==> src/rtl/waw_pkg.sv <==
// Shared types and default configuration for the WAW kill tracker.
package waw_pkg;

    localparam int                     DEF_NUM_UNITS    = 9;
    localparam int                     DEF_RD_ADDR_W    = 5;
    localparam logic [DEF_NUM_UNITS-1:0] DEF_FP_UNIT_MASK = 9'b1_1111_1110;
    localparam int                     DEF_CNT_W        = 16;

    typedef enum logic [1:0] {
        IDLE   = 2'd0,
        BUSY   = 2'd1,
        KILLED = 2'd2
    } slot_state_e;

    // Snapshot of one slot at the default register address width.
    typedef struct packed {
        slot_state_e               state;
        logic [DEF_RD_ADDR_W-1:0]  rd;
    } slot_t;

    // A slot holds an in-flight instruction whether or not it was killed.
    function automatic logic slot_occupied(slot_state_e s);
        return s != IDLE;
    endfunction

endpackage

==> src/rtl/waw_slot.sv <==
// Lifecycle of one execution unit: which destination it will write and
// whether that write has been killed by a younger overwriting instruction.
//
// state  | meaning
// -------+-------------------------------------------------------------
// IDLE   | no instruction in the unit
// BUSY   | instruction in flight, its result will be written back
// KILLED | instruction in flight, its result will be dropped on done
module waw_slot
    import waw_pkg::*;
#(
    parameter int RD_ADDR_W = DEF_RD_ADDR_W
) (
    input  logic                 clk,
    input  logic                 rst_n,
    input  logic                 issue,
    input  logic [RD_ADDR_W-1:0] issue_rd,
    input  logic                 done,
    input  logic                 kill,
    output slot_state_e          state,
    output logic [RD_ADDR_W-1:0] rd,
    output logic                 wb_suppress,
    output logic                 issue_err
);

    slot_state_e          state_nxt;
    logic [RD_ADDR_W-1:0] rd_nxt;

    // State and destination register.
    always_ff @(posedge clk or negedge rst_n) begin
        if (!rst_n) begin
            state <= IDLE;
            rd    <= '0;
        end else begin
            state <= state_nxt;
            rd    <= rd_nxt;
        end
    end

    // Next state; a done in the same cycle as an issue retires the old
    // result first, so the slot can reload without an error.
    always_comb begin
        state_nxt   = state;
        rd_nxt      = rd;
        wb_suppress = 1'b0;
        issue_err   = 1'b0;
        case (state)
            IDLE: begin
                if (issue) begin
                    state_nxt = BUSY;
                    rd_nxt    = issue_rd;
                end
            end
            BUSY, KILLED: begin
                wb_suppress = (state == KILLED) && done;
                if (done) begin
                    if (issue) begin
                        state_nxt = BUSY;
                        rd_nxt    = issue_rd;
                    end else begin
                        state_nxt = IDLE;
                    end
                end else begin
                    issue_err = issue;
                    if (kill && state == BUSY) begin
                        state_nxt = KILLED;
                    end
                end
            end
            default: state_nxt = IDLE;
        endcase
    end

endmodule

==> src/rtl/waw_kill_tracker.sv <==
// Tracks in-flight destinations of multi-cycle units and kills a unit's
// writeback when a younger decoded instruction overwrites it unread.
module waw_kill_tracker
    import waw_pkg::*;
#(
    parameter int                   NUM_UNITS    = DEF_NUM_UNITS,
    parameter int                   RD_ADDR_W    = DEF_RD_ADDR_W,
    parameter logic [NUM_UNITS-1:0] FP_UNIT_MASK = DEF_FP_UNIT_MASK,
    parameter int                   CNT_W        = DEF_CNT_W
) (
    input  logic                 clk,
    input  logic                 rst_n,
    input  logic                 issue_valid,
    input  logic [NUM_UNITS-1:0] issue_unit,
    input  logic [RD_ADDR_W-1:0] issue_rd,
    input  logic [NUM_UNITS-1:0] unit_done,
    input  logic                 new_valid,
    input  logic [RD_ADDR_W-1:0] new_rd,
    input  logic [RD_ADDR_W-1:0] new_rs1,
    input  logic [RD_ADDR_W-1:0] new_rs2,
    input  logic [RD_ADDR_W-1:0] new_rs3,
    input  logic                 new_is_r4,
    input  logic                 new_reg_write,
    input  logic                 new_fp_reg_write,
    input  logic                 no_exe_unit_dependency,
    output logic [NUM_UNITS-1:0] clear_rd,
    output logic [NUM_UNITS-1:0] wb_suppress,
    output logic [NUM_UNITS-1:0] slot_busy,
    output logic                 waw_stall,
    output logic [CNT_W-1:0]     kill_count,
    output logic                 proto_err
);

    slot_state_e          slot_state [NUM_UNITS];
    logic [RD_ADDR_W-1:0] slot_rd    [NUM_UNITS];
    logic [NUM_UNITS-1:0] issue_err;
    logic [NUM_UNITS-1:0] match;
    logic                 reads_rd;
    logic                 fp_write_ok;
    logic                 int_write_ok;
    logic [CNT_W:0]       kill_pop;
    logic [CNT_W:0]       kill_sum;

    localparam logic [CNT_W:0] CNT_MAX = {1'b0, {CNT_W{1'b1}}};

    for (genvar i = 0; i < NUM_UNITS; i++) begin : g_slot
        waw_slot #(
            .RD_ADDR_W (RD_ADDR_W)
        ) u_slot (
            .clk         (clk),
            .rst_n       (rst_n),
            .issue       (issue_valid && issue_unit[i]),
            .issue_rd    (issue_rd),
            .done        (unit_done[i]),
            .kill        (clear_rd[i]),
            .state       (slot_state[i]),
            .rd          (slot_rd[i]),
            .wb_suppress (wb_suppress[i]),
            .issue_err   (issue_err[i])
        );
    end

    // Destination match against BUSY slots in the same register file; x0
    // writes never count because they have no architectural effect.
    always_comb begin
        reads_rd     = (new_rd == new_rs1) || (new_rd == new_rs2) ||
                       (new_is_r4 && (new_rd == new_rs3));
        fp_write_ok  = new_fp_reg_write && !new_reg_write;
        int_write_ok = new_reg_write && !new_fp_reg_write && (new_rd != '0);
        match        = '0;
        slot_busy    = '0;
        for (int i = 0; i < NUM_UNITS; i++) begin
            slot_busy[i] = slot_occupied(slot_state[i]);
            match[i]     = new_valid && (slot_state[i] == BUSY) &&
                           (slot_rd[i] == new_rd) &&
                           (FP_UNIT_MASK[i] ? fp_write_ok : int_write_ok);
        end
    end

    // Kill or stall; a slot retiring this cycle needs neither.
    always_comb begin
        clear_rd  = match & ~unit_done &
                    {NUM_UNITS{!reads_rd && no_exe_unit_dependency}};
        waw_stall = (|(match & ~unit_done)) &&
                    (reads_rd || !no_exe_unit_dependency);
    end

    // Number of kills this cycle and the saturating running total.
    always_comb begin
        kill_pop = '0;
        for (int i = 0; i < NUM_UNITS; i++) begin
            kill_pop = kill_pop + (CNT_W+1)'(clear_rd[i]);
        end
        kill_sum = {1'b0, kill_count} + kill_pop;
    end

    // Kill counter and sticky protocol error.
    always_ff @(posedge clk or negedge rst_n) begin
        if (!rst_n) begin
            kill_count <= '0;
            proto_err  <= 1'b0;
        end else begin
            kill_count <= (kill_sum > CNT_MAX) ? CNT_MAX[CNT_W-1:0]
                                               : kill_sum[CNT_W-1:0];
            proto_err  <= proto_err || (|issue_err);
        end
    end

endmodule

==> config.mk <==
export PLATFORM = sky130hd
export DESIGN_NAME = waw_kill_tracker
export DESIGN_NICKNAME = d
export VERILOG_FILES = /design/src/rtl/waw_pkg.sv /design/src/rtl/waw_slot.sv /design/src/rtl/waw_kill_tracker.sv
export SDC_FILE = /design/constraint.sdc
export NUM_CORES = 1
export LEC_CHECK = 0
export ABC_AREA = 1
export ABC_CLOCK_PERIOD_IN_PS = 6600
export CORE_MARGIN = 5
export CORE_UTILIZATION = 35
export CTS_CLUSTER_DIAMETER = 60
export DETAILED_ROUTE_END_ITERATION = 16
export DONT_BUFFER_PORTS = 1
export MAX_ROUTING_LAYER = met4
export PLACE_DENSITY = 0.53
export SYNTH_ARGS = -nofsm -noshare
export SYNTH_HDL_FRONTEND = slang
export SYNTH_HIERARCHICAL = 1
export SYNTH_SLANG_ARGS = --single-unit
==> constraint.sdc <==
create_clock -name clk -period 6.6 [get_ports clk]
set_input_delay 0.66 -clock clk [delete_from_list [all_inputs] [get_ports clk]]
set_output_delay 0.66 -clock clk [all_outputs]
set_load 0.1 [all_outputs]
# Yosys cells after proc, flatten, opt, wreduce, memory -nomap -nowiden
# Cells that the tools add are included.
# totals
regBits	80
input_bits	51
word_cells	315
# classes
add_sub_neg	9
magnitude_cmp	1
n_eq_ne	57
n_mux	100
bitwise	3
reduce_logical	125
# ops
op	count
two-way mux 5 bit	18
case mux 5 bit (2 select lines)	9
equality test 5 bit	12
logical AND 1 bit	60
two-way mux 2 bit	27
two-way mux 1 bit	36
case mux 2 bit (2 select lines)	9
AND reduction 2 bit	18
nonzero test 2 bit	18
inequality test 3 x 2 -> 1 bit (second input constant)	9
bitwise AND 9 bit	2
equality test 2 x 1 -> 1 bit (second input constant)	9
equality test 2 bit (second input constant)	9
zero test 2 bit	9
inequality test 2 x 1 -> 1 bit (second input constant)	9
inequality test 2 bit (second input constant)	9
OR reduction 2 bit	9
OR reduction 9 bit	2
adder 16 x 9 -> 17 bit	1
greater-than comparator 17 x 16 -> 1 bit (second input constant)	1
two-way mux 16 bit	1
adder 8 x 1 -> 9 bit	1
inverter 9 bit	1
adder 7 x 1 -> 8 bit	1
other kinds (9)	15

# Depth between registers and ports, before layout
# Gate-level depths: netlist of the first run.
# depth
ltp_word	17
mapped_depth	24

# By module
# Netlist of the first run, hierarchy kept.
# by_module_without_submodules
module	instances	cells_per_inst	area_each_um2	seq_area_each_um2
waw_slot	9	53	421.7	175.2
waw_kill_tracker	1	425	2432.3	425.4

# Worst setup path before layout of the first run
# Ideal clock, no wire load.
# synth_timing
kind	input-to-reg
startpoint	input port new_rd[4]
endpoint	register kill_count[13]
setup_time_ps	128
arrival_time_ps	4426
required_time_ps	6472
setup_slack_ps	2046
cell_stages	22
cell_sequence	buf_4 -> xor2_1 -> nor2_1 -> nand4_1 -> nand2_1 -> nor2_4 -> nand2_1 -> fa_1 -> fa_1 -> fa_1 -> inv_1 -> ha_1 -> fa_1 -> nand2_1 -> inv_1 -> o21ai_1 -> nand2_1 -> nand2_1 -> nor2_4 -> nand3_2 -> buf_2 -> nand3_1
# synth_between
elab_chain_len	17
elab_cells_between_ends	50
classes_between	9 x add/sub; 1 x order compare; 12 x eq/ne; 1 x mux; 2 x bitwise; 25 x reduce/logical
# synth_rtl
item	line_no	rtl
start, declared	waw_kill_tracker.sv:18	input logic [RD_ADDR_W-1:0] new_rd,
equality test 5 bit, on equally long branches	waw_kill_tracker.sv:66, waw_kill_tracker.sv:67	
logical OR 1 bit or logical AND 1 bit (tied branches)	waw_kill_tracker.sv:66, waw_kill_tracker.sv:67	
logical OR 1 bit	waw_kill_tracker.sv:66	reads_rd = (new_rd == new_rs1) || (new_rd == new_rs2) ||
zero test 1 bit	waw_kill_tracker.sv:83	{NUM_UNITS{!reads_rd && no_exe_unit_dependency}};
logical AND 1 bit	waw_kill_tracker.sv:83	
bitwise AND 9 bit *	waw_kill_tracker.sv:82	clear_rd = match & ~unit_done &
adder 1 x 1 -> 2 bit	waw_kill_tracker.sv:92	kill_pop = kill_pop + (CNT_W+1)'(clear_rd[i]);
adder 2 x 1 -> 3 bit	waw_kill_tracker.sv:92	
adder 3 x 1 -> 4 bit	waw_kill_tracker.sv:92	
adder 4 x 1 -> 5 bit	waw_kill_tracker.sv:92	
adder 5 x 1 -> 6 bit	waw_kill_tracker.sv:92	
adder 6 x 1 -> 7 bit	waw_kill_tracker.sv:92	
adder 7 x 1 -> 8 bit	waw_kill_tracker.sv:92	
adder 8 x 1 -> 9 bit *	waw_kill_tracker.sv:92	
adder 16 x 9 -> 17 bit *	waw_kill_tracker.sv:94	kill_sum = {1'b0, kill_count} + kill_pop;
greater-than comparator 17 x 16 -> 1 bit	waw_kill_tracker.sv:103	kill_count <= (kill_sum > CNT_MAX) ? CNT_MAX[CNT_W-1:0]
two-way mux 16 bit *	waw_kill_tracker.sv:103	
end signal, assigned	waw_kill_tracker.sv:103	
end, declared	waw_kill_tracker.sv:30	output logic [CNT_W-1:0] kill_count,
# Mark *: on every way between the ends. The rest lies on a longest branch, timed or not.
# A chain may end at the register's enable or synchronous reset.

# Final worst setup path of the first run
# layout_timing
startpoint	input port new_rd[3]
endpoint	register kill_count[2]
# The elaborated chain is that of the path after synthesis.

==> out/metrics.yaml, run 1 <==
outcome: "completed"
grt_setup_unrepaired: "no"
clock_sinks: 80
drt_iter0_markers: 303
r2r-start: "g_slot[0].u_slot/state[0]$_DFFE_PN0P_"
worstSetupPathDepth: 21
combPwrFrac_pct: 44.0
end_kind: "register"
critical_path_class: "input pin to register"
antenna_cells: 0
ant_nets: 0
synth_warnings: 6
hold_viol: 0
start_util_pct: 35.9
fp.dieW_um: 143
cts-resized-gates: 0
post_cts_buffers: 0
layout.nets: 1016
clock-root-buffer: "clkbuf_16"
clk_pin_slew_worst_paths_ns: 0.06
worstMarginPinSlew_ns: 1.14
cpLargestDelayFamily: "adder cells"
die_height_um: 143
syn2layout_area_growth_pct: 9.87
fin_crit_ns: 4.57
drc: 0
grt_start_max_net_pins: 69
setup_tns_ns: 0
cp.required_ns: 6.80
worst_setup_path_start_kind: "input pin"
swShare_pct: 47.3
dp_hpwl_um: 12900
stdcell_area_sq_mm: 0.00684
routed_wl_um: 17700
synth_nets: 1001
p_sw_uw: 1130
coreArea_sq_mm: 0.0174
powerDensity_mw_per_mm2: 348
crit_top_cell: "nand2_1"
overflow: 0
grt_pass1_vias: 5144
r2r_slack_ns: 2.12
setup_viol: 0
critical_path_arrival_ns: 4.77
grt_use_total_pct: 17.8
maxCapViolCount: 0
final_util_pct: 39.4
gp_congestion: 0.893
ctsHtreeMaxLevel: 3
min_from: "issue_rd[2]"
avgSynthCellArea_sq_um: 6.90
fin_crit_sh_pct: 69.3
netlist_instances: 902
relSlewSlack_pct: 23.9
finalMaxSlewViolations: 0
holdCritPathClass: "input pin to register"
r2r-end: "kill_count[2]$_DFF_PN0_"
dieArea_sq_mm: 0.0206
peakVddDrop_uv: 158
yosysUniqueCellTypes: 30
drt-vias-per-instance: 4.70
ys_seq_area_share_pct: 32.1
slowest_delay_ns: 0.60
syn_area_sq_mm: 0.00623
grt_antenna_before_repair: 0
cp_num_buf_inv: 3
cts_buffer_depth: 2
p_leak_uw: 0.00380
ys_ff_latch: 80
grt_first_pass_wirelength_um: 27400
num_rows: 48
cp_cell_sequence: "inv_1, o21ai_0, nor2_1, nand4_1, nand2_1, nor2_4, nand2_1, fa_1, fa_1, fa_1, inv_1, ha_1, fa_1, nand2_1, inv_1, o21ai_1, nand2_1, nand2_1, nor2_4, nand3_2, o21ai_0"
vias: 5385
power.share.sequential_pct: 35.8
dpl_cell_area_sq_mm: 0.00647
wl_per_cell_um: 15.4
whs_ns: 0.457
drive_gt1_share_pct: 8.37
intPower_uw: 1260
cpMaxStageDelayCell: "fa_1"
fin_worst_skew_ns: 0.00584
cts_inserted_buffers: 9
hold_path_end: "g_slot[0].u_slot/rd[2]$_DFFE_PN0P_"
crit_fanout: 15
io_pins: 96
port_buffers: 0
whs_path_depth: 2
cts_tree: "yes"
clock_latency_ns: 0.34
drt-pass1-iter-count: 5
p_clk_share_pct: 20.2
clock.fmax_mhz: 219
reg2reg_depth: 21
through the flow:
step | worst slack [ns] | power, uW | instances
after global placement | 1.78 | 1900 | 1121
after detailed placement | 1.68 | 1900 | 1121
after global routing | 1.63 | 2580 | 1145
after floorplan | 2.05 | 1720 | 902
after CTS | 2.02 | 2400 | 1138
final | 2.03 | 2380 | 1145
placed cells by master (no fill, tap or decap), types with 10 or more instances in the layout:
master         count
nor2_4            11
or2_2             12
inv_2             20
nor3_1            10
dfrtp_1           80
xnor2_1           17
xor2_1            10
ha_1              42
a21oi_1           24
inv_1            140
o21ai_0           29
nand2_1          311
dlygate4sd3_1     10
nand3_1           77
nor2_1            68
power by group through the flow:
stage	combinational, uW	clock [uW]	sequential [uW]
final	1050	482	852
after global routing	1190	513	877
after CTS	1050	497	854
after detailed placement	1040	0	861
after global placement	1030	0	864
after floorplan	918	0	803
flip-flops by register name, indices dropped and copies added (netlist names):
signal,flops
g_slot.u_slot/rd,45
g_slot.u_slot/state,18
kill_count,16
proto_err,1
worst max path at each step:
stage                         start                       end  slack [ns]
after CTS                 new_rd[3]   kill_count[2]$_DFF_PN0_        2.02
after floorplan           new_rd[4]  kill_count[13]$_DFF_PN0_        2.05
after detailed placement  new_rd[3]   kill_count[2]$_DFF_PN0_        1.68
final                     new_rd[3]   kill_count[2]$_DFF_PN0_        2.03
after global routing      new_rd[3]   kill_count[2]$_DFF_PN0_        1.63
after global placement    new_rd[3]   kill_count[2]$_DFF_PN0_        1.78
cells in the mapped netlist (all sizes together):
| library cell | number | area share, % |
|---|---|---|
| xor2 | 10 | 1.4 |
| fa | 6 | 1.9 |
| dfrtp | 80 | 32 |
| clkinv | 2 | 0.12 |
| nor4 | 2 | 0.20 |
| or2 | 12 | 1.2 |
| buf | 6 | 0.74 |
| nor3 | 10 | 0.80 |
| nand3 | 78 | 6.3 |
| nor2b | 1 | 0.10 |
| nor2 | 81 | 6.2 |
| nand2 | 322 | 21 |
| ha | 42 | 8.4 |
| xnor2 | 17 | 2.4 |
| nand4 | 4 | 0.40 |
| nand3b | 4 | 0.48 |
| a21oi | 33 | 4.3 |
| o21ai | 30 | 2.4 |
| o22ai | 1 | 0.10 |
| clkbuf | 1 | 0.060 |
| inv | 160 | 9.6 |
metal layers:
layer	GRT usage [%]	share of wire, %
met5	-	0
met1	22.5	46
met3	6.02	7.4
met4	3.42	1.3
met2	28.1	46
kinds of logic after synthesis:
family / synth area share, %
flip-flops: 32.1
adder cells (fa/ha/maj): 10.4
AND/OR/NAND/NOR: 36.3
buffers and inverters: 10.6
AO/OA/AOI/OAI: 6.79
XOR/XNOR: 3.80
final cells by class:
class / count / area, sq um
clock buffers: 13 / 240
clock inverters: 1 / 30.0
fillers: 1870 / 10500
inverters: 162 / 608
multi-input cells: 653 / 3570
flip-flops and latches: 80 / 2000
well taps: 225 / 282
repair buffers: 11 / 108
worst register-to-register path: cells and delay by family, from the launching register on:
family / cells / cell delay (ns)
simple gates: 11 / 1.35
buf+inv: 3 / 0.17
flops: 1 / 0.42
compound gates: 2 / 0.25
fa+ha+maj: 5 / 2.13
timing repair:
item / 4_1_cts / 5_1_grt
hold endpoints to repair: 3 / 4
hold buffers: 3 / 7
endpoints found under the setup margin: 0 / 0
Note: power is estimated with default switching activity, not from simulation.
==> run 2, diff against run 1 <==
--- a/config.mk
+++ b/config.mk
@@ -6,7 +6,7 @@
 export NUM_CORES = 1
 export LEC_CHECK = 0
 export ABC_AREA = 1
-export ABC_CLOCK_PERIOD_IN_PS = 6600
+export ABC_CLOCK_PERIOD_IN_PS = 4300
 export CORE_MARGIN = 5
 export CORE_UTILIZATION = 35
 export CTS_CLUSTER_DIAMETER = 60
==> constraint.sdc (replaced) <==
create_clock -name clk -period 4.3 [get_ports clk]
set_input_delay 0.43 -clock clk [delete_from_list [all_inputs] [get_ports clk]]
set_output_delay 0.43 -clock clk [all_outputs]
set_load 0.1 [all_outputs]
==> out/metrics.yaml, run 2 (synthesis gave the netlist of run 1 again) <==
place_ws_ns: -0.177  # was 1.68 ns
grtUsageMet2_pct: 28.1  # unchanged
grt_setup_unrepaired: "yes"  # was no
dpl_cell_area_sq_mm: 0.00679  # was 0.00647 sq mm
num_rows: 48  # unchanged
outcome: "completed"  # unchanged
stdcell_area_sq_mm: 0.00723  # was 0.00684 sq mm
critical_path_arrival_ns: 4.41  # was 4.77 ns
layout.nets: 1052  # was 1016
port_buffers: 0  # unchanged
mostFrequentLayoutCells: "306 x nand2_1, 137 x inv_1, 80 x dfrtp_1"  # was 311 x nand2_1, 140 x inv_1, 80 x dfrtp_1
end_kind: "register"  # unchanged
reg.largest.list: "g_slot.u_slot/rd: 45 flops, g_slot.u_slot/state: 18 flops, kill_count: 16 flops"  # unchanged
dieArea_sq_mm: 0.0206  # unchanged
grt_start_max_net_pins: 81  # was 69
fin_crit_sh_pct: 96.8
crit_fanout: 3  # was 15
p_leak_uw: 0.00403  # was 0.00380 uW
use_met3_pct: 4.09  # was 6.02%
holdCritPathClass: "input pin to register"  # unchanged
final.setup.worst_slack_ns: 0.137  # was 2.03 ns
peakVddDrop_uv: 303  # was 158 uV
fp.dieW_um: 143  # unchanged
worstMarginPinSlew_ns: 1.14  # about the same
wl_per_cell_um: 14.6  # was 15.4 um
powerDensity_mw_per_mm2: 519  # was 348 mW/mm^2
setup_tns_ns: 0  # unchanged
clk_pin_slew_worst_paths_ns: 0.06  # about the same
die_height_um: 143  # unchanged
cpMaxStageDelayCell: "fa_1"  # unchanged
clock.fmax_mhz: 240
cts_buffer_depth: 2  # unchanged
grt_first_pass_wirelength_um: 27700  # was 27400 um
top_usage_layer: "met2"  # unchanged
use_met1_pct: 23.2  # was 22.5%
maxCapViolCount: 0  # unchanged
dp_hpwl_um: 13300  # was 12900 um
worst_setup_path_start_kind: "register"  # was input pin
hold_viol: 0  # unchanged
finalMaxSlewViolations: 0  # unchanged
syn2layout_area_growth_pct: 16.1  # was 9.87%
overflow: 0  # unchanged
whs_ns: 0.222  # was 0.457 ns
seq_area_sq_mm: 0.00200  # unchanged
relSlewSlack_pct: 23.7  # was 23.9%
clock_sinks: 80  # unchanged
routed_wl_um: 17300  # was 17700 um
grt_antenna_before_repair: 0  # unchanged
cts_inserted_buffers: 9  # unchanged
io_pins: 96  # unchanged
final_cells: 1183  # was 1145
setup_viol: 0  # unchanged
drt-vias-per-instance: 4.64  # was 4.70
drc: 0  # unchanged
clock_latency_ns: 0.35  # was 0.34 ns
cts_tree: "yes"  # unchanged
drt_iter0_markers: 288  # was 303
grt_pass1_vias: 5308  # was 5144
multi_input_area_sq_mm: 0.00366  # was 0.00357 sq mm
slowest_delay_ns: 0.57  # was 0.60 ns
regMostFlops: "g_slot.u_slot/rd"  # unchanged
ant_nets: 0  # unchanged
drt-pass1-iter-count: 5  # unchanged
drive_gt1_share_pct: 15.3  # was 8.37%
ctsHtreeMaxLevel: 3  # unchanged
fin_worst_skew_ns: 0.00688  # was 0.00584 ns
fillers: 1803  # was 1870
cp_cell_sequence: "nor3_2, buf_4, nand2_2, nor2_2, nand3_2, inv_2, nand2_4, fa_1, fa_1, fa_1, inv_2, ha_4, fa_2, nand2_2, inv_2, o21ai_2, nand2_2, nand2_4, nor2_4, or2_4, o21ai_1, inv_1"  # was inv_1, o21ai_0, nor2_1, nand4_1, nand2_1, nor2_4, nand2_1, fa_1, fa_1, fa_1, inv_1, ha_1, fa_1, nand2_1, inv_1, o21ai_1, nand2_1, nand2_1, nor2_4, nand3_2, o21ai_0
largest_reg_flops: 45  # unchanged
coreArea_sq_mm: 0.0174  # unchanged
start_util_pct: 35.9  # unchanged
mostFrequentLayoutCell: "nand2_1"  # unchanged
vias: 5495  # was 5385
dp.cells: 1163  # was 1121
fin_crit_ns: 4.16
cp.required_ns: 4.54  # was 6.80 ns
antenna_cells: 0  # unchanged
grt_use_total_pct: 17.8  # about the same
gp_congestion: 0.847  # was 0.893
clock-root-buffer: "clkbuf_16"  # unchanged
critical_path_class: "register to register"  # was input pin to register
==> run 2: changes by cell type in the layout (fill, tap and decap cells not counted), moves of 4 or more <==
| cell | previous run | this run |
|---|---|---|
| buf_4 | 1 | 42 |
| dlygate4sd3_1 | 10 | 1 |
| nand2_1 | 311 | 306 |
| nor3_1 | 10 | 6 |
| nor3_2 | 0 | 4 |
==> run 2: metrics by stage <==
stage                     utilization (%)  total power, uW
after floorplan                         -             2640
after global placement               39.1             2970
after detailed placement             39.1             2980
after CTS                            41.0             3770
after global routing                 41.7             4060
final                                41.7             3750
==> run 2: routing by layer <==
layer  wire length, um  part of all wire, %  vias up
met5                 0                    0        -
met4               265                  1.5        0
met3              1020                  5.9       20
met2              8030                   46      113
met1              8000                   46     2515
li1                  -                    -     2847
==> run 2: final cells by class <==
| class | instances | area share [%] |
|---|---|---|
| clock buffer | 14 | 3.79 |
| tap | 225 | 3.89 |
| inverter | 162 | 8.41 |
| clock inverter | 2 | 0.173 |
| timing repair buffer | 47 | 5.35 |
| sequential | 80 | 27.7 |
| multi-input combinational | 653 | 50.7 |
==> run 2: critical path: cells and delay by family, from the launching register on <==
family / cells / cell delay, ns
buf+inv: 5 / 0.36
fa+ha+maj: 5 / 2.09
simple gates: 10 / 1.01
compound gates: 2 / 0.20
flops: 1 / 0.39
==> run 2: path summary, 6_finish.rpt <==
| kind | from | endpoint | slack [ns] | depth (start not counted) |
|---|---|---|---|---|
| max in group asynchronous | rst_n | g_slot[0].u_slot/rd[1]$_DFFE_PN0P_ | 3.30 | 2 |
| min in group asynchronous | rst_n | g_slot[4].u_slot/state[0]$_DFFE_PN0P_ | 0.61 | 2 |
| setup / recovery | g_slot[0].u_slot/state[1]$_DFFE_PN0P_ | kill_count[12]$_DFF_PN0_ | 0.14 | 22 |
| setup reg to reg | g_slot[0].u_slot/state[1]$_DFFE_PN0P_ | kill_count[12]$_DFF_PN0_ | 0.14 | 22 |
| hold / removal | issue_rd[1] | g_slot[3].u_slot/rd[1]$_DFFE_PN0P_ | 0.22 | 2 |
| hold reg to reg | g_slot[1].u_slot/rd[1]$_DFFE_PN0P_ | g_slot[1].u_slot/rd[1]$_DFFE_PN0P_ | 0.48 | 2 |
==> run 2: power by group <==
| group | switching [uW] | internal, uW | total (uW) |
|---|---|---|---|
| Combinational | 1240 | 538 | 1780 |
| Sequential | 213 | 1010 | 1220 |
| Clock | 316 | 438 | 754 |
| Total | 1770 | 1980 | 3750 |
==> run 2: what timing repair did <==
| action | CTS | global route |
|---|---|---|
| setup endpoints to repair | 0 | 16 |
| hold buffers | 2 | 0 |
| buffers inserted | 0 | 2 |
| hold endpoints to repair | 80 | 0 |
| gates resized for setup | 0 | 30 |
